[src/rtl/station_sequencer.sv]
`default_nettype none
// ============================================================================
// Module      : station_sequencer
// Description : Per-station stop/drop sequencer for a line-following chassis.
//               Debounces the ultrasonic stop detect, halts the chassis, lets
//               it settle, runs the arm servo and optionally the marble servo,
//               waits for the station to clear, then resumes driving and
//               counts the station. Any servo that overruns its timeout
//               latches a fault that only reset clears.
// Revision    : 1.0 - initial release
// ============================================================================
module station_sequencer #(
  parameter int DEB_CYC     = 1_000_000,
  parameter int SETTLE_CYC  = 50_000_000,
  parameter int TIMEOUT_CYC = 300_000_000
) (
  input  logic       clk,
  input  logic       rst,
  input  logic       stop,
  input  logic [1:0] marble,
  input  logic       done_servo_arm,
  input  logic       done_servo_marble,
  output logic       IPS_using_US,
  output logic       enable_servo_arm,
  output logic       enable_servo_marble,
  output logic       fault,
  output logic [2:0] state,
  output logic [3:0] station_count
);

  // Counter widths hold the largest value each counter is compared against.
  localparam int DEB_W = $clog2(DEB_CYC + 1);
  localparam int SET_W = $clog2(SETTLE_CYC + 1);
  localparam int TMO_W = $clog2(TIMEOUT_CYC + 1);

  // Counters hold "samples seen so far minus one", so the terminal value is
  // the parameter minus one and no counter ever reaches its wrap point.
  localparam logic [DEB_W-1:0] c_deb_last    = DEB_W'(DEB_CYC - 1);
  localparam logic [SET_W-1:0] c_settle_last = SET_W'(SETTLE_CYC - 1);
  localparam logic [TMO_W-1:0] c_tmo_last    = TMO_W'(TIMEOUT_CYC - 1);
  localparam logic [3:0]       c_count_max   = 4'd15;

  typedef enum logic [2:0] {
    S_DRIVE      = 3'd0,
    S_DEBOUNCE   = 3'd1,
    S_SETTLE     = 3'd2,
    S_ARM        = 3'd3,
    S_MARBLE     = 3'd4,
    S_WAIT_CLEAR = 3'd5,
    S_FAULT      = 3'd6
  } state_t;

  // Two-stage synchronizer for the asynchronous, bouncy stop detect.
  logic             stop_meta_q;
  logic             stop_sync_q;

  state_t           state_q,         state_d;
  logic [DEB_W-1:0] deb_cnt_q,       deb_cnt_d;
  logic [SET_W-1:0] settle_cnt_q,    settle_cnt_d;
  logic [TMO_W-1:0] tmo_cnt_q,       tmo_cnt_d;
  logic [1:0]       marble_q,        marble_d;
  logic [3:0]       station_count_q, station_count_d;
  logic             ips_q,           ips_d;
  logic             en_arm_q,        en_arm_d;
  logic             en_marble_q,     en_marble_d;
  logic             fault_q,         fault_d;

  // Next-state, counter and registered-output decode for the station sequence.
  always_comb begin
    state_d         = state_q;
    deb_cnt_d       = deb_cnt_q;
    settle_cnt_d    = settle_cnt_q;
    tmo_cnt_d       = tmo_cnt_q;
    marble_d        = marble_q;
    station_count_d = station_count_q;

    case (state_q)
      S_DRIVE: begin
        deb_cnt_d = '0;
        if (stop_sync_q) begin
          // The detecting cycle is the first of the qualifying run.
          state_d   = S_DEBOUNCE;
          deb_cnt_d = DEB_W'(1);
        end
      end

      S_DEBOUNCE: begin
        if (!stop_sync_q) begin
          state_d   = S_DRIVE;
          deb_cnt_d = '0;
        end else if (deb_cnt_q >= c_deb_last) begin
          state_d      = S_SETTLE;
          deb_cnt_d    = '0;
          settle_cnt_d = '0;
        end else begin
          deb_cnt_d = deb_cnt_q + 1'b1;
        end
      end

      S_SETTLE: begin
        // Stop is deliberately ignored while the chassis comes to rest.
        if (settle_cnt_q >= c_settle_last) begin
          state_d      = S_ARM;
          settle_cnt_d = '0;
          tmo_cnt_d    = '0;
          marble_d     = marble;
        end else begin
          settle_cnt_d = settle_cnt_q + 1'b1;
        end
      end

      S_ARM: begin
        // A zero timeout count marks the first ARM cycle, where done is
        // still stale from before the enable and must not be trusted.
        // Done is tested before expiry so a simultaneous done wins.
        if ((tmo_cnt_q != '0) && done_servo_arm) begin
          state_d   = (marble_q != 2'd0) ? S_MARBLE : S_WAIT_CLEAR;
          tmo_cnt_d = '0;
          deb_cnt_d = '0;
        end else if (tmo_cnt_q >= c_tmo_last) begin
          state_d   = S_FAULT;
          tmo_cnt_d = '0;
        end else begin
          tmo_cnt_d = tmo_cnt_q + 1'b1;
        end
      end

      S_MARBLE: begin
        if ((tmo_cnt_q != '0) && done_servo_marble) begin
          state_d   = S_WAIT_CLEAR;
          tmo_cnt_d = '0;
          deb_cnt_d = '0;
        end else if (tmo_cnt_q >= c_tmo_last) begin
          state_d   = S_FAULT;
          tmo_cnt_d = '0;
        end else begin
          tmo_cnt_d = tmo_cnt_q + 1'b1;
        end
      end

      S_WAIT_CLEAR: begin
        // Any detect restarts the clear run; the station only counts once
        // the obstacle has been gone for a full debounce window.
        if (stop_sync_q) begin
          deb_cnt_d = '0;
        end else if (deb_cnt_q >= c_deb_last) begin
          state_d   = S_DRIVE;
          deb_cnt_d = '0;
          if (station_count_q != c_count_max) begin
            station_count_d = station_count_q + 4'd1;
          end
        end else begin
          deb_cnt_d = deb_cnt_q + 1'b1;
        end
      end

      S_FAULT: begin
        // Terminal until reset.
        state_d = S_FAULT;
      end

      default: begin
        // Unused encoding: fall back to driving with clean counters.
        state_d      = S_DRIVE;
        deb_cnt_d    = '0;
        settle_cnt_d = '0;
        tmo_cnt_d    = '0;
      end
    endcase

    // Outputs follow the state being entered so they are registered yet
    // aligned with the state register.
    ips_d       = (state_d == S_DRIVE) || (state_d == S_DEBOUNCE);
    en_arm_d    = (state_d == S_ARM);
    en_marble_d = (state_d == S_MARBLE);
    fault_d     = (state_d == S_FAULT);
  end

  // Register the synchronizer, sequence state, counters and outputs.
  always_ff @(posedge clk or negedge rst) begin
    if (!rst) begin
      stop_meta_q     <= 1'b0;
      stop_sync_q     <= 1'b0;
      state_q         <= S_DRIVE;
      deb_cnt_q       <= '0;
      settle_cnt_q    <= '0;
      tmo_cnt_q       <= '0;
      marble_q        <= 2'd0;
      station_count_q <= 4'd0;
      ips_q           <= 1'b1;
      en_arm_q        <= 1'b0;
      en_marble_q     <= 1'b0;
      fault_q         <= 1'b0;
    end else begin
      stop_meta_q     <= stop;
      stop_sync_q     <= stop_meta_q;
      state_q         <= state_d;
      deb_cnt_q       <= deb_cnt_d;
      settle_cnt_q    <= settle_cnt_d;
      tmo_cnt_q       <= tmo_cnt_d;
      marble_q        <= marble_d;
      station_count_q <= station_count_d;
      ips_q           <= ips_d;
      en_arm_q        <= en_arm_d;
      en_marble_q     <= en_marble_d;
      fault_q         <= fault_d;
    end
  end

  assign IPS_using_US        = ips_q;
  assign enable_servo_arm    = en_arm_q;
  assign enable_servo_marble = en_marble_q;
  assign fault               = fault_q;
  assign state               = state_q;
  assign station_count       = station_count_q;

endmodule
`default_nettype wire

[config.mk]
export PLATFORM = sky130hd
export DESIGN_NAME = station_sequencer
export DESIGN_NICKNAME = d
export VERILOG_FILES = /design/src/rtl/station_sequencer.sv
export SDC_FILE = /design/constraint.sdc
export NUM_CORES = 1
export LEC_CHECK = 0
export CAP_MARGIN = 30
export CORE_MARGIN = 1
export CORE_UTILIZATION = 50
export DETAILED_ROUTE_END_ITERATION = 8
export PLACE_DENSITY = 0.69
export SKIP_LAST_GASP = 1
export SLEW_MARGIN = 20
export SYNTH_ARGS = -nofsm -noshare
export SYNTH_HDL_FRONTEND = slang
export SYNTH_SLANG_ARGS = --single-unit
[constraint.sdc]
create_clock -name clk -period 6.1 [get_ports clk]
set_clock_uncertainty 0.05 [all_clocks]
set_input_delay 0.915 -clock clk [delete_from_list [all_inputs] [get_ports clk]]
set_output_delay 0.915 -clock clk [all_outputs]
set_load 0.02 [all_outputs]
==> results of run 1 <==
[cells in the mapped netlist (7+ instances only)]
cell type	instances
a21oi_1	25
nand4_1	23
nor4_1	10
mux2i_1	9
and2_1	7
o21ai_0	28
nor3_1	7
nand2_1	56
nor2_1	26
nand3_1	63
buf_2	9
nand3b_1	14
or4_1	8
and3_1	22
clkbuf_1	28
inv_1	10
a211oi_1	9
dfrtp_1	89
a41oi_1	8
a31oi_1	47
[cells in the final DEF, fill, tap and decap left out, types with 4 or more instances in the layout]
| cell type | n |
|---|---|
| ha_1 | 5 |
| xnor2_1 | 5 |
| nor2_1 | 26 |
| o31ai_1 | 4 |
| a31oi_1 | 47 |
| nand2_1 | 56 |
| nor3_1 | 7 |
| nand4_1 | 23 |
| inv_1 | 10 |
| and3_1 | 22 |
| or3_1 | 6 |
| a41oi_1 | 8 |
| or4_1 | 8 |
| buf_4 | 9 |
| a22o_1 | 6 |
| clkdlybuf4s50_1 | 16 |
| a211oi_1 | 9 |
| dfrtp_1 | 89 |
| nor4_1 | 10 |
| and4_1 | 6 |
| and2_1 | 7 |
| o21ai_0 | 28 |
| nand3b_1 | 14 |
| nand3_1 | 63 |
| a21oi_1 | 24 |
| clkbuf_8 | 10 |
| mux2i_1 | 9 |
[final timing paths]
check | end | slack [ns] | cells past startpoint
max reg2reg | settle_cnt_q[7] | 2.88 | 7
max | settle_cnt_q[7] | 2.88 | 7
min | stop_sync_q | 0.31 | 0
max in group asynchronous | IPS_using_US | 4.63 | 3
min in group asynchronous | settle_cnt_q[19] | 0.35 | 1
min reg2reg | stop_sync_q | 0.31 | 0
[registers in the layout (all words and copies together), names as in the netlist, 2 cells and up]
register	cells
marble_q	2
state	3
deb_cnt_q	20
settle_cnt_q	26
tmo_cnt_q	29
station_count	4
[worst reg2reg max path: stages (launching register included)]
cell,delay (ns)
dfrtp_1,0.43
or4_1,0.56
a311oi_1,0.22
o21bai_1,0.27
buf_4,0.26
a221oi_4,0.66
nor2_1,0.40
a31oi_1,0.29
[routing by layer]
layer,vias to the layer above,share of wire (%),routed length (um),track usage (%)
met5,-,0,0,0
li1,2274,-,-,-
met1,2236,49,5910,33.8
met2,117,46,5580,36.2
met3,8,4.6,565,5.76
met4,0,0.94,114,6.94
[area by class of cell]
class                      count  share of cell area [%]
inverter                      10                   0.652
sequential                    90                    39.1
clock inverter                 6                    1.67
multi-input combinational    451                    48.8
timing repair buffer          27                    4.50
clock buffer                  10                    2.39
tap                          133                    2.89
[power by group through the flow]
stage | clock [mW] | sequential [mW] | combinational [mW]
finish | 0.479 | 0.687 | 0.414
global route | 0.515 | 0.695 | 0.462
floorplan | 0 | 0.687 | 0.295
detailed placement | 0 | 0.697 | 0.409
global placement | 0 | 0.696 | 0.394
CTS | 0.495 | 0.685 | 0.412
[cells by family after synthesis]
group	synth area share (%)
AOI/OAI and AO/OA	21.1
adders and majority gates	1.19
xor gates and xnor gates	1.00
DFF	43.0
buffers and inverters	3.58
muxes	2.37
and+or+nand+nor	27.7
==> results.py, run 1 <==
metrics = {
    "synthesis": {
        "ys_seq_area_share_pct": 43.0,
        "yosysUniqueCellTypes": 64,
        "syn_avg_cell_area_sq_um": 8.91,
        "synth_area_leaders": "dfrtp_1 43%, nand3_1 6.0%, a31oi_1 5.6%",
        "synth-seq-cells": 90,
        "synthFlopType": "dfrtp_1",
        "yosysTopAreaCellShare_pct": 42.5,
        "synth.net_count": 600,
        "yosysWarnings": 0,
        "synthArstFlopShare_pct": 100,
        "yosysTopAreaCell": "dfrtp_1",
        "syn_inst": 588,
        "synth_edf_count": 0,
        "syn_area_sq_um": 5240,
    },
    "timing": {
        "max_freq_ghz": 0.310,
        "worstMarginPinSlew_ns": 0.963,
        "setup_viol": 0,
        "final.period_utilization_pct": 52.8,
        "rsz0062_at_grt": "false",
        "finalSetupTns_ns": 0,
        "finalWorstSetupSlack_ns": 2.88,
        "max-slew-margin-rel_pct": 35.2,
        "final_max_slew_viol_count": 0,
        "whs_ns": 0.312,
        "min_period_ns": 3.22,
        "hold_violations": 0,
    },
    "drt": {
        "viasPerCell": 6.38,
        "wire_per_inst_um": 16.7,
        "dr.pass1.iters": 5,
        "ant_nets": 0,
        "drc": 0,
        "first_iter_violations": 345,
        "vias": 4635,
        "wirelength_um": 12200,
    },
    "clock_network": {
        "clockBufferDepth": 2,
        "post_cts_resized": 0,
        "htree_levels": 3,
        "cts_sinks": 90,
        "root_buffer": "clkbuf_8",
        "worstSkewPairLatency_ns": 0.38,
        "numCtsBuffers": 9,
        "post_cts_buffers": 0,
        "cts_tree": "yes",
        "clkTransAtPathRegs_ns": 0.10,
        "cts-hold-fix-buffers": 0,
    },
    "final_layout": {
        "drive_gt1_share_pct": 7.41,
        "multi_input_area_sq_um": 2810,
        "seqCellArea_sq_um": 2250,
        "instances_no_fill": 727,
        "n_antenna_cell": 0,
        "nets": 601,
        "fin_area_sq_um": 5760,
        "final_util_pct": 57.8,
        "area_growth_pct": 9.94,
        "nFillCells": 876,
    },
    "power": {
        "vdd_drop_max_mv": 0.181,
        "internal_power_mw": 1.03,
        "leakagePower_nw": 2.31,
        "switching_power_mw": 0.550,
        "pwr_density_cell_nw_per_um2": 274,
        "seqPwrFrac_pct": 43.5,
        "finalPower_mw": 1.58,
        "pwr-share-comb_pct": 26.2,
        "p_sw_share_pct": 34.8,
        "power_frac_clock_pct": 30.3,
    },
    "placed_design": {
        "place_congestion": 0.840,
        "hpwl_um": 7860,
        "pre_cts_ws_ns": 2.93,
        "place_area_sq_um": 5500,
        "dp.cells": 710,
        "place.port_buffers": 17,
    },
    "global_routing": {
        "grt_pass1_vias": 4391,
        "grtUsageTotal_pct": 23.9,
        "grt_max_degree": 72,
        "antenna_found_initial": 0,
        "grt_first_pass_wirelength_um": 21300,
        "grt-ovfl-total": 0,
    },
    "critical_path": {
        "max_stage_delay_ns": 0.65,
        "cp.required_ns": 6.34,
        "cp-start-kind": "register",
        "path_buf_inv": 1,
        "crit_path_end_kind": "register",
        "critical_path_class": "register to register",
        "cpMaxStageDelayCell": "a221oi_4",
        "worstReg2RegStart": "deb_cnt_q[12]",
        "path_max_fanout": 19,
        "cp.arrival_ns": 3.46,
        "path_delay_family": "compound AO/OA/AOI/OAI gates",
        "startpoint": "deb_cnt_q[12]",
        "path_cells": "or4_1 > a311oi_1 > o21bai_1 > buf_4 > a221oi_4 > nor2_1 > a31oi_1",
    },
    "hold_path": {
        "hold_start": "stop_meta_q",
        "hp-class": "register to register",
    },
    "floorplanning": {
        "die_area_sq_um": 10900,
        "io_pins": 18,
        "die_w_um": 104,
        "core_sq_um": 9950,
        "initial_core_util_pct": 52.6,
        "die_h_um": 104,
        "rows": 36,
    },
    "run": {
        "max_cap_viol_count": 0,
    },
    "status": {
        "status": "completed",
    },
}
Power figures use the tool's default switching activity.
==> inputs of run 2 (changes only) <==
--- a/config.mk
+++ b/config.mk
@@ -9,7 +9,7 @@
 export CORE_MARGIN = 1
 export CORE_UTILIZATION = 50
 export DETAILED_ROUTE_END_ITERATION = 8
-export PLACE_DENSITY = 0.69
+export PLACE_DENSITY = 0.72
 export SKIP_LAST_GASP = 1
 export SLEW_MARGIN = 20
 export SYNTH_ARGS = -nofsm -noshare
==> constraint.sdc (replaced) <==
create_clock -name clk -period 2.6 [get_ports clk]
set_clock_uncertainty 0.05 [all_clocks]
set_input_delay 0.39 -clock clk [delete_from_list [all_inputs] [get_ports clk]]
set_output_delay 0.39 -clock clk [all_outputs]
set_load 0.02 [all_outputs]
==> run 2 against run 1 <==
Net effect:
- non-clock buffer count increased by 19
- worst hold slack better by 0.012 ns
- flip-flop and latch count stayed put
- sequential share of layout area fell by 1.8 points
- critical endpoint is now deb_cnt_q[6]
- register-to-register slack got worse by 2.8 ns
- final area increased by 4.9%
- clock-buffer cell count up 3
- via count up 6.0%
- first-iteration DRC count is 7.2% lower
- power grew 140%
- utilization is 2.8 points higher
==> results.py, run 2 (same netlist as run 1, synthesis figures left out) <==
metrics = {
    "status": {
        "status": "completed",
    },
    "timing": {
        "min_period_ns": 2.49,
        "finalSetupTns_ns": 0,
        "setup_viol": 0,
        "hold_violations": 0,
        "max-slew-margin-rel_pct": 62.8,
        "rsz0062_at_grt": "true",
        "max_freq_ghz": 0.401,
        "worstMarginPinSlew_ns": 0.554,
        "final.period_utilization_pct": 95.9,
        "final_max_slew_viol_count": 0,
    },
    "global_routing": {
        "grtUsageTotal_pct": 24.3,
        "grt_first_pass_wirelength_um": 21800,
        "antenna_found_initial": 0,
        "grt_pass1_vias": 4652,
        "grt-ovfl-total": 0,
        "grt_max_degree": 76,
    },
    "final_layout": {
        "area_growth_pct": 15.3,
        "final_common_cell": "dfrtp_1",
        "fin_area_sq_um": 6040,
        "largest_register": "tmo_cnt_q",
        "final_util_pct": 60.7,
        "n_antenna_cell": 0,
        "top_regs": "tmo_cnt_q x29, settle_cnt_q x26, deb_cnt_q x20",
        "largest_reg_flops": 29,
        "drive_gt1_share_pct": 11.1,
        "nets": 620,
        "final_cell_mix": "89 x dfrtp_1, 63 x nand3_1, 56 x nand2_1",
        "instances_no_fill": 745,
    },
    "floorplanning": {
        "die_area_sq_um": 10900,
        "initial_core_util_pct": 52.6,
        "io_pins": 18,
        "die_w_um": 104,
        "rows": 36,
        "core_sq_um": 9950,
        "die_h_um": 104,
    },
    "critical_path": {
        "critical_path_class": "register to register",
        "crit_path_end_kind": "register",
        "max_stage_delay_ns": 0.58,
        "cpMaxStageDelayCell": "or4_4",
        "cp.arrival_ns": 2.72,
        "startpoint": "deb_cnt_q[12]",
        "worstReg2RegStart": "deb_cnt_q[12]",
        "cp-start-kind": "register",
        "path_max_fanout": 14,
        "cp.required_ns": 2.83,
        "path_cells": "or4_4 > a311oi_4 > o21bai_4 > buf_4 > a21oi_4 > buf_12 > nand2_1 > o21ai_0",
    },
    "drt": {
        "wire_per_inst_um": 17.1,
        "vias": 4912,
        "ant_nets": 0,
        "first_iter_violations": 320,
        "viasPerCell": 6.59,
        "drc": 0,
        "wirelength_um": 12700,
        "dr.pass1.iters": 5,
    },
    "placed_design": {
        "place_congestion": 0.836,
        "hpwl_um": 8410,
        "dp.cells": 728,
        "place.port_buffers": 17,
        "place_area_sq_um": 5710,
    },
    "clock_network": {
        "clkTransAtPathRegs_ns": 0.08,
        "htree_levels": 3,
        "numCtsBuffers": 9,
        "post_cts_buffers": 0,
        "cts_sinks": 90,
        "root_buffer": "clkbuf_8",
        "clockBufferDepth": 2,
        "worstSkewPairLatency_ns": 0.37,
        "cts_tree": "yes",
    },
    "hold_path": {
        "hold_start": "stop_meta_q",
        "hp-class": "register to register",
    },
    "power": {
        "switching_power_mw": 1.28,
        "pwr_density_cell_nw_per_um2": 635,
        "seqPwrFrac_pct": 41.3,
        "internal_power_mw": 2.56,
        "p_sw_share_pct": 33.4,
        "pwr-share-comb_pct": 30.6,
        "power_frac_clock_pct": 28.0,
        "finalPower_mw": 3.84,
        "leakagePower_nw": 2.44,
        "vdd_drop_max_mv": 0.402,
    },
    "run": {
        "max_cap_viol_count": 0,
    },
}
==> run 2: power groups by stage <==
stage	clock network, mW	registers (mW)	logic (mW)
floorplan	0	1.61	0.692
global placement	0	1.61	1.07
detailed placement	0	1.61	1.10
CTS	1.11	1.58	1.11
global route	1.15	1.60	1.29
finish	1.07	1.59	1.18
==> run 2: path summary, 6_finish.rpt <==
kind / end / slack [ns] / depth (start not counted)
worst max-delay path: deb_cnt_q[6] / 0.11 / 8
worst min-delay path: stop_sync_q / 0.32 / 0
worst max register to register: deb_cnt_q[6] / 0.11 / 8
worst min register to register: stop_sync_q / 0.32 / 0
max in group asynchronous: tmo_cnt_q[21] / 1.44 / 3
min in group asynchronous: settle_cnt_q[19] / 0.38 / 2
==> run 2: layout make-up <==
cell class                      instances  area (sq um)
Fill cell                             835          3920
Multi-Input combinational cell        451          2880
Sequential cell                        90          2250
Timing Repair Buffer                   46           480
Tap cell                              133           166
Clock buffer                           13           159
Clock inverter                          2          60.1
Inverter                               10          37.5
==> run 2: critical path, delay by kind of cell, from the launching register on <==
kind	cells	cell delay [ns]
buffers and inverters	2	0.38
DFF	1	0.44
and+or+nand+nor	2	0.63
AOI/OAI and AO/OA	4	0.91
==> run 2: timing repair <==
action                                  4_1_cts  5_1_grt
endpoints found under the setup margin        2       41
cloned                                        0        1
endpoints found under the hold margin        15        0
pin swaps                                     0        2
gates resized for setup                       1       14
hold buffers                                  1        0
==> run 2: layer usage <==
layer	vias to the layer above	global-route usage (%)	routed length [um]
met1	2457	32.7	5870
met3	14	5.45	559
li1	2310	-	-
met2	131	39.3	6140
met4	0	6.94	149
met5	-	0	0
==> run 2: per-stage QoR <==
stage	hold slack, ns	setup slack [ns]
floorplan	0.0444	0.222
global placement	0.218	0.128
detailed placement	0.226	-0.0168
CTS	0.320	0.0679
global route	0.334	-0.0340
finish	0.324	0.107
